`src/rtl/game_pixel_mapper.sv`:
```
// game_pixel_mapper
//   Renders the player ball, up to NUM_OBS circular obstacles, side borders and
//   a level-shaded background through a 3-stage registered pixel pipeline, and
//   runs the PLAY / HIT / FINISH play-state machine.
//
//   Ports:
//     Clk, Reset_n          pixel clock, synchronous active-low reset
//     frame_start           one-cycle pulse per frame (vsync)
//     pix_valid             DrawX/DrawY are in the active region
//     DrawX, DrawY          current pixel coordinates
//     BallX, BallY          ball centre
//     Ball_size             radius shared by the ball and all obstacles
//     ObsX, ObsY            packed obstacle centres, channel i at [10i+9:10i]
//     obs_en                per-obstacle enable (draw and collide)
//     level                 palette / level select
//     Red, Green, Blue      registered pixel colour, 3 cycles after DrawX/DrawY
//     rgb_valid             pix_valid delayed 3 cycles
//     collision_vec         registered per-obstacle overlap
//     collision             high while in HIT
//     reset_player          one-cycle pulse on HIT entry
//     finish_line_reached   high while in FINISH
module game_pixel_mapper #(
    parameter int NUM_OBS    = 4,
    parameter int FINISH_X   = 580,
    parameter int BORDER_L   = 50,
    parameter int BORDER_R   = 590,
    parameter int HIT_FRAMES = 30
) (
    input  logic                   Clk,
    input  logic                   Reset_n,
    input  logic                   frame_start,
    input  logic                   pix_valid,
    input  logic [9:0]             DrawX,
    input  logic [9:0]             DrawY,
    input  logic [9:0]             BallX,
    input  logic [9:0]             BallY,
    input  logic [9:0]             Ball_size,
    input  logic [10*NUM_OBS-1:0]  ObsX,
    input  logic [10*NUM_OBS-1:0]  ObsY,
    input  logic [NUM_OBS-1:0]     obs_en,
    input  logic [1:0]             level,
    output logic [3:0]             Red,
    output logic [3:0]             Green,
    output logic [3:0]             Blue,
    output logic                   rgb_valid,
    output logic [NUM_OBS-1:0]     collision_vec,
    output logic                   collision,
    output logic                   reset_player,
    output logic                   finish_line_reached
);

    localparam int         CNT_W      = $clog2(HIT_FRAMES + 1);
    localparam logic [9:0] FINISH_X_V = 10'(FINISH_X);
    localparam logic [9:0] BORDER_L_V = 10'(BORDER_L);
    localparam logic [9:0] BORDER_R_V = 10'(BORDER_R);

    typedef enum logic [1:0] {ST_PLAY, ST_HIT, ST_FINISH} state_t;

    function automatic logic signed [10:0] sdiff(input logic [9:0] a, input logic [9:0] b);
        return $signed({1'b0, a}) - $signed({1'b0, b});
    endfunction

    function automatic logic [10:0] sabs(input logic signed [10:0] d);
        logic signed [10:0] n;
        n = -d;
        return d[10] ? $unsigned(n) : $unsigned(d);
    endfunction

    function automatic logic [20:0] sq(input logic signed [10:0] d);
        logic signed [21:0] p;
        p = d * d;
        return p[20:0];
    endfunction

    function automatic logic in_circle(input logic signed [10:0] dx,
                                       input logic signed [10:0] dy,
                                       input logic [9:0]         r);
        logic [21:0] r22;
        r22 = {12'd0, r};
        return ({1'b0, sq(dx)} + {1'b0, sq(dy)}) <= (r22 * r22);
    endfunction

    function automatic logic [3:0] sat_sub(input logic [3:0] a, input logic [3:0] b);
        return (a > b) ? (a - b) : 4'd0;
    endfunction

    function automatic logic [11:0] palette(input logic [1:0] lvl);
        case (lvl)
            2'd0:    return 12'h533;
            2'd1:    return 12'h642;
            2'd2:    return 12'hF36;
            default: return 12'hF00;
        endcase
    endfunction

    // S1 registers
    logic                vld_p1_d,    vld_p1_q;
    logic signed [10:0]  dxb_p1_d,    dxb_p1_q;
    logic signed [10:0]  dyb_p1_d,    dyb_p1_q;
    logic signed [10:0]  dxo_p1_d [NUM_OBS];
    logic signed [10:0]  dxo_p1_q [NUM_OBS];
    logic signed [10:0]  dyo_p1_d [NUM_OBS];
    logic signed [10:0]  dyo_p1_q [NUM_OBS];
    logic [NUM_OBS-1:0]  en_p1_d,     en_p1_q;
    logic [9:0]          rad_p1_d,    rad_p1_q;
    logic [1:0]          lvl_p1_d,    lvl_p1_q;
    logic                border_p1_d, border_p1_q;
    logic [3:0]          shade_p1_d,  shade_p1_q;
    // S2 registers
    logic                vld_p2_d,    vld_p2_q;
    logic                ball_p2_d,   ball_p2_q;
    logic                obs_p2_d,    obs_p2_q;
    logic                border_p2_d, border_p2_q;
    logic [3:0]          shade_p2_d,  shade_p2_q;
    logic [1:0]          lvl_p2_d,    lvl_p2_q;
    // S3 registers
    logic [11:0]         base_p2;
    logic [11:0]         rgb_d,       rgb_q;
    logic                rgb_valid_d, rgb_valid_q;
    // Control
    logic [NUM_OBS-1:0]  cvec_d,      cvec_q;
    state_t              state_d,     state_q;
    logic [CNT_W-1:0]    cnt_d,       cnt_q;
    logic [1:0]          lvl_lat_d,   lvl_lat_q;
    logic                rst_pl_d,    rst_pl_q;

    always_comb begin
        // ---- stage 0 -> S1: signed offsets from ball and obstacle centres
        vld_p1_d    = pix_valid;
        dxb_p1_d    = sdiff(DrawX, BallX);
        dyb_p1_d    = sdiff(DrawY, BallY);
        for (int i = 0; i < NUM_OBS; i++) begin
            dxo_p1_d[i] = sdiff(DrawX, ObsX[10*i +: 10]);
            dyo_p1_d[i] = sdiff(DrawY, ObsY[10*i +: 10]);
        end
        en_p1_d     = obs_en;
        rad_p1_d    = Ball_size;
        lvl_p1_d    = level;
        border_p1_d = (DrawX <= BORDER_L_V) || (DrawX >= BORDER_R_V);
        shade_p1_d  = {1'b0, DrawX[9:7]} + {1'b0, DrawY[9:7]};

        // ---- S1 -> S2: squares and circle membership
        vld_p2_d    = vld_p1_q;
        ball_p2_d   = in_circle(dxb_p1_q, dyb_p1_q, rad_p1_q);
        obs_p2_d    = 1'b0;
        for (int i = 0; i < NUM_OBS; i++) begin
            if (en_p1_q[i] && in_circle(dxo_p1_q[i], dyo_p1_q[i], rad_p1_q)) begin
                obs_p2_d = 1'b1;
            end
        end
        border_p2_d = border_p1_q;
        shade_p2_d  = shade_p1_q;
        lvl_p2_d    = lvl_p1_q;

        // ---- S2 -> S3: priority mux and palette
        base_p2     = palette(lvl_p2_q);
        rgb_valid_d = vld_p2_q;
        if (!vld_p2_q) begin
            rgb_d = 12'h000;
        end else if (ball_p2_q) begin
            rgb_d = (state_q == ST_HIT) ? 12'hF00 : 12'h0F0;
        end else if (obs_p2_q) begin
            rgb_d = ~base_p2;
        end else if (border_p2_q) begin
            rgb_d = 12'h061;
        end else begin
            rgb_d = {sat_sub(base_p2[11:8], shade_p2_q),
                     sat_sub(base_p2[7:4],  shade_p2_q),
                     sat_sub(base_p2[3:0],  shade_p2_q)};
        end
    end

    // Bounding-box overlap between ball and each enabled obstacle.
    always_comb begin
        cvec_d = '0;
        for (int i = 0; i < NUM_OBS; i++) begin
            cvec_d[i] = obs_en[i]
                     && (sabs(sdiff(BallX, ObsX[10*i +: 10])) < {Ball_size, 1'b0})
                     && (sabs(sdiff(BallY, ObsY[10*i +: 10])) < {Ball_size, 1'b0});
        end
    end

    always_comb begin
        state_d   = state_q;
        cnt_d     = cnt_q;
        lvl_lat_d = lvl_lat_q;
        rst_pl_d  = 1'b0;
        case (state_q)
            ST_PLAY: begin
                if (|cvec_q) begin
                    state_d  = ST_HIT;
                    cnt_d    = '0;
                    rst_pl_d = 1'b1;
                end else if ((BallX >= FINISH_X_V) && !(|cvec_d)) begin
                    // An overlap seen this cycle becomes a HIT next cycle; it must
                    // not be pre-empted by a finish taken on the same inputs.
                    state_d   = ST_FINISH;
                    lvl_lat_d = level;
                end
            end
            ST_HIT: begin
                if (frame_start) begin
                    if (cnt_q == CNT_W'(HIT_FRAMES - 1)) begin
                        state_d = ST_PLAY;
                        cnt_d   = '0;
                    end else begin
                        cnt_d = cnt_q + 1'b1;
                    end
                end
            end
            ST_FINISH: begin
                if (level != lvl_lat_q) begin
                    state_d = ST_PLAY;
                end
            end
            default: state_d = ST_PLAY;
        endcase
    end

    always_ff @(posedge Clk) begin
        if (!Reset_n) begin
            vld_p1_q    <= 1'b0;
            dxb_p1_q    <= '0;
            dyb_p1_q    <= '0;
            for (int i = 0; i < NUM_OBS; i++) begin
                dxo_p1_q[i] <= '0;
                dyo_p1_q[i] <= '0;
            end
            en_p1_q     <= '0;
            rad_p1_q    <= '0;
            lvl_p1_q    <= '0;
            border_p1_q <= 1'b0;
            shade_p1_q  <= '0;
            vld_p2_q    <= 1'b0;
            ball_p2_q   <= 1'b0;
            obs_p2_q    <= 1'b0;
            border_p2_q <= 1'b0;
            shade_p2_q  <= '0;
            lvl_p2_q    <= '0;
            rgb_q       <= '0;
            rgb_valid_q <= 1'b0;
            cvec_q      <= '0;
            state_q     <= ST_PLAY;
            cnt_q       <= '0;
            lvl_lat_q   <= '0;
            rst_pl_q    <= 1'b0;
        end else begin
            vld_p1_q    <= vld_p1_d;
            dxb_p1_q    <= dxb_p1_d;
            dyb_p1_q    <= dyb_p1_d;
            for (int i = 0; i < NUM_OBS; i++) begin
                dxo_p1_q[i] <= dxo_p1_d[i];
                dyo_p1_q[i] <= dyo_p1_d[i];
            end
            en_p1_q     <= en_p1_d;
            rad_p1_q    <= rad_p1_d;
            lvl_p1_q    <= lvl_p1_d;
            border_p1_q <= border_p1_d;
            shade_p1_q  <= shade_p1_d;
            vld_p2_q    <= vld_p2_d;
            ball_p2_q   <= ball_p2_d;
            obs_p2_q    <= obs_p2_d;
            border_p2_q <= border_p2_d;
            shade_p2_q  <= shade_p2_d;
            lvl_p2_q    <= lvl_p2_d;
            rgb_q       <= rgb_d;
            rgb_valid_q <= rgb_valid_d;
            cvec_q      <= cvec_d;
            state_q     <= state_d;
            cnt_q       <= cnt_d;
            lvl_lat_q   <= lvl_lat_d;
            rst_pl_q    <= rst_pl_d;
        end
    end

    assign Red                 = rgb_q[11:8];
    assign Green               = rgb_q[7:4];
    assign Blue                = rgb_q[3:0];
    assign rgb_valid           = rgb_valid_q;
    assign collision_vec       = cvec_q;
    assign collision           = (state_q == ST_HIT);
    assign reset_player        = rst_pl_q;
    assign finish_line_reached = (state_q == ST_FINISH);

endmodule

```
`config.mk`:
```
export PLATFORM = sky130hd
export DESIGN_NAME = game_pixel_mapper
export DESIGN_NICKNAME = d
export VERILOG_FILES = /design/src/rtl/game_pixel_mapper.sv
export SDC_FILE = /design/constraint.sdc
export NUM_CORES = 2
export LEC_CHECK = 0
export ABC_CLOCK_PERIOD_IN_PS = 11900
export BUFFER_PORTS_ARGS = -buffer_cell sky130_fd_sc_hd__buf_2
export CORE_MARGIN = 1.5
export CORE_UTILIZATION = 50
export CTS_BUF_LIST = sky130_fd_sc_hd__clkbuf_8
export DETAILED_ROUTE_END_ITERATION = 10
export GPL_TIMING_DRIVEN = 0
export PLACE_DENSITY_LB_ADDON = 0.2
export SYNTH_ARGS = -nofsm -noshare
export SYNTH_HDL_FRONTEND = slang
export SYNTH_SLANG_ARGS = --single-unit
```
`constraint.sdc`:
```
create_clock -name Clk -period 11.9 [get_ports Clk]
set_clock_uncertainty 0.1 [all_clocks]
set_input_delay 2.38 -clock Clk [delete_from_list [all_inputs] [get_ports Clk]]
set_output_delay 2.38 -clock Clk [all_outputs]
set_load 0.1 [all_outputs]
```
==> results by group <==
Clock tree
  • Clk root buf: clkbuf_8
  • Clock Path Buffers: 2
  • PostCTS Resize Cnt: 0
  • CTS tree: built
  • CTS Sinks: between 150 and 200
  • Setup Buffers After CTS: 0
  • Clk Latency, worst-skew pair: around 600 ps
  • Clk pin slew, worst setup/hold paths: roughly 110 ps
  • H-tree depth: 4
  • Num CTS Buffers: 17
  • Hold Buf Count CTS: 0

Timing
  • Minimum clock period: around 9500 ps
  • Highest clock rate: 0.1049 GHz
  • Unrepaired setup endpoints after global routing: false
  • Max_slew headroom: 0.01437
  • Final Hold Vio Count: 0
  • Worst-Margin Slew: about 1500 ps
  • Fin Setup TNS: 0 ps
  • Max Slew Vio Count: 0
  • Post-route setup slack: ~2400 ps
  • Final Cycle Share: 0.8012
  • # setup viols final: 0

Global route
  • First-pass GRT wire length: approximately 280,000 um
  • GRT overflow: 0
  • Initial antenna violation count: 36
  • Total GRT Usage: 0.2785
  • Number of global-route vias before repair: between 50,000 and 60,000
  • Pin count of the biggest net entering global routing: 20

Synthesis
  • Ys Warns: 0
  • Ys flop type: dfxtp_1
  • Async SR Flop Fraction: 0
  • Post-synth EDFFs: 0
  • Sequential area share after synthesis: 0.05316
  • Syn avg cell area: 8.594 um^2
  • Multiplexer share of the synthesized area: 0.003086
  • #FFs+latches synth: roughly 170
  • Combinational family with the most area after synthesis: adder cells
  • Distinct cells, synth: 75
  • Synth Area in XOR/XNOR: 0.06372
  • Post-Synth Simple-Gate Area: 0.1501
  • Gate Count Post-Synth: about 7,400
  • Synth Area in Adders: 0.5195
  • Synth Area in Compound Gates: 0.1003
  • Synth Net Count: 9,544
  • Mapped cell area: 63,640 um^2

Place
  • Pre-CTS WS: 2545 ps
  • Buffers on Ports: between 150 and 200
  • Final HPWL DP: roughly 150,000 um
  • Gpl congestion: approximately 0.95

Outcome
  • Status: completed

Worst hold path
  • Worst Hold Class: reg -> reg

Route
  • First drt pass iteration count: 5
  • Residual DRC count: 0
  • Post-DRT Antenna Nets: 0
  • DRT Wirelength: roughly 180,000 um
  • DR iter-0 viols: ~3,400
  • Via count: 50,330
  • Wire per inst: approximately 19 um
  • Vias/cell: approximately 5.4

Floorplanning
  • Area of the core: between 100,000 and 150,000 um^2
  • Row count: 130
  • Die Wd: 359.8 um
  • Initial Utilization: 0.5055
  • Ports: 160
  • DIE HEIGHT: between 300 and 400 um
  • Die area: roughly 130,000 um^2

Cells and area
  • Layout Nets: between 9,000 and 10,000
  • Commonest non-fill, non-tap cell in the layout: inv_1
  • Commonest non-fill, non-tap cells in the layout: inv_1 (1,734), fa_1 (1,074), ha_1 (924)
  • Area delta synth->final: 5.731%
  • Layout cell share with drive strength beyond 1: 0.03679

Critical path
  • CP most frequent cell: fa_1
  • Critical path fanouts, max: 11
  • Max stage delay on crit path: around 760 ps
  • Critical Path End Type: flop
  • Critical path data arrival time: between 9000 and 10,000 ps
  • Critical path's slowest cell: dfxtp_1
  • WS Path Type: reg -> reg
  • Worst setup SP type: flop
  • CP Data Required Time: approximately 12,000 ps

Flow run
  • Max Cap Violations: 0
-- final timing paths --
kind / startpoint / to / slack (ps) / cells past startpoint
worst max register to register: dyo_p1_q[3][10]$_SDFF_PN0_ / obs_p2_q$_SDFF_PN0_ / 2370 / 32
worst max-delay path: dyo_p1_q[3][10]$_SDFF_PN0_ / obs_p2_q$_SDFF_PN0_ / 2370 / 32
worst min-delay path: lvl_p1_q[1]$_SDFF_PN0_ / lvl_p2_q[1]$_SDFF_PN0_ / 350 / 1
worst min register to register: lvl_p1_q[1]$_SDFF_PN0_ / lvl_p2_q[1]$_SDFF_PN0_ / 350 / 1
-- cell usage after synthesis (16+ instances only) --
master,instances,share of area
clkbuf_1,128,0.0075
and3_1,47,0.0046
nand2_1,538,0.032
a31o_2,23,0.0032
inv_1,1734,0.10
nor4_1,16,0.0016
a31oi_1,34,0.0033
xor2_1,113,0.016
o2111ai_1,16,0.0022
o31ai_1,31,0.0037
nor3b_1,51,0.0060
or2_2,18,0.0018
or3_1,32,0.0031
o21bai_1,38,0.0045
nor3_1,167,0.013
nor2b_1,156,0.015
a211oi_1,40,0.0047
a21oi_1,277,0.022
or4_1,16,0.0019
a21o_1,110,0.013
o211ai_1,22,0.0026
nand2b_1,52,0.0051
nand4_1,40,0.0039
fa_1,1074,0.34
a21boi_0,57,0.0067
nand3_1,103,0.0081
and2_1,318,0.031
o21a_1,36,0.0042
xnor2_1,350,0.048
dfxtp_1,169,0.053
o21ai_0,213,0.017
ha_1,924,0.18
nor2_1,322,0.019
-- layer usage --
| metal | vias to the layer above | share of wire | GRT usage |
|---|---|---|---|
| met5 | - | 0.00061 | 0 |
| met4 | 20 | 0.031 | 0.08018 |
| met3 | 253 | 0.088 | 0.05605 |
| met2 | 1523 | 0.44 | 0.4377 |
| met1 | 24740 | 0.44 | 0.3880 |
| li1 | 23800 | - | - |
-- kinds of logic after synthesis --
kind of cell | count (synthesis)
buf+inv | 1868
simple gates | 1901
xor+xnor | 463
mux | 19
flops | 169
compound gates | 988
fa+ha+maj | 1998
-- state kept, by name (all words and copies together), names as in the netlist, 2 cells and up --
| name | count |
|---|---|
| dxb_p1_q | 11 |
| shade_p1_q | 4 |
| shade_p2_q | 4 |
| dyo_p1_q | 44 |
| rad_p1_q | 10 |
| dxo_p1_q | 44 |
| cnt_q | 5 |
| state_q | 2 |
| lvl_p2_q | 2 |
| en_p1_q | 4 |
| collision_vec | 4 |
| rgb_q | 12 |
| dyb_p1_q | 11 |
| lvl_lat_q | 2 |
| lvl_p1_q | 2 |
-- critical path: cells and delay by family (launching register included) --
| family | cells | cell delay [ps] |
|---|---|---|
| flip-flops | 1 | 760 |
| XOR/XNOR | 2 | 410 |
| AND/OR/NAND/NOR | 6 | 1570 |
| AO/OA/AOI/OAI | 11 | 2420 |
| adder cells (fa/ha/maj) | 8 | 3470 |
| buffers and inverters | 5 | 620 |
-- layout make-up --
class	count	area, um^2
Fill cell	11890	58600
Clock inverter	15	197.7
Timing Repair Buffer	173	1008
Tap cell	1650	2064
Inverter	1735	6513
Sequential cell	169	3383
Multi-Input combinational cell	5369	53360
Antenna cell	11	27.53
Clock buffer	17	234.0
Buffer	133	503.0
-- per-stage QoR --
| step | hold WS (ps) | instance area, um^2 | instances | utilization |
|---|---|---|---|---|
| 5_1_grt | 366.4 | 67280 | 9267 | 0.5344 |
| 6_report | 347.2 | 67290 | 9272 | 0.5345 |
| 4_1_cts | 350.2 | 67260 | 9261 | 0.5343 |
| 3_5_place_dp | 320.3 | 66830 | 9229 | 0.5309 |
| 2_1_floorplan | 311.9 | 63640 | 7406 | - |
| 3_3_place_gp | 316.2 | 66500 | 9213 | 0.5282 |
Power is left out: the tool's default activity adds up to more than one toggle a clock period on the data nets, which glitch-free logic cannot reach.
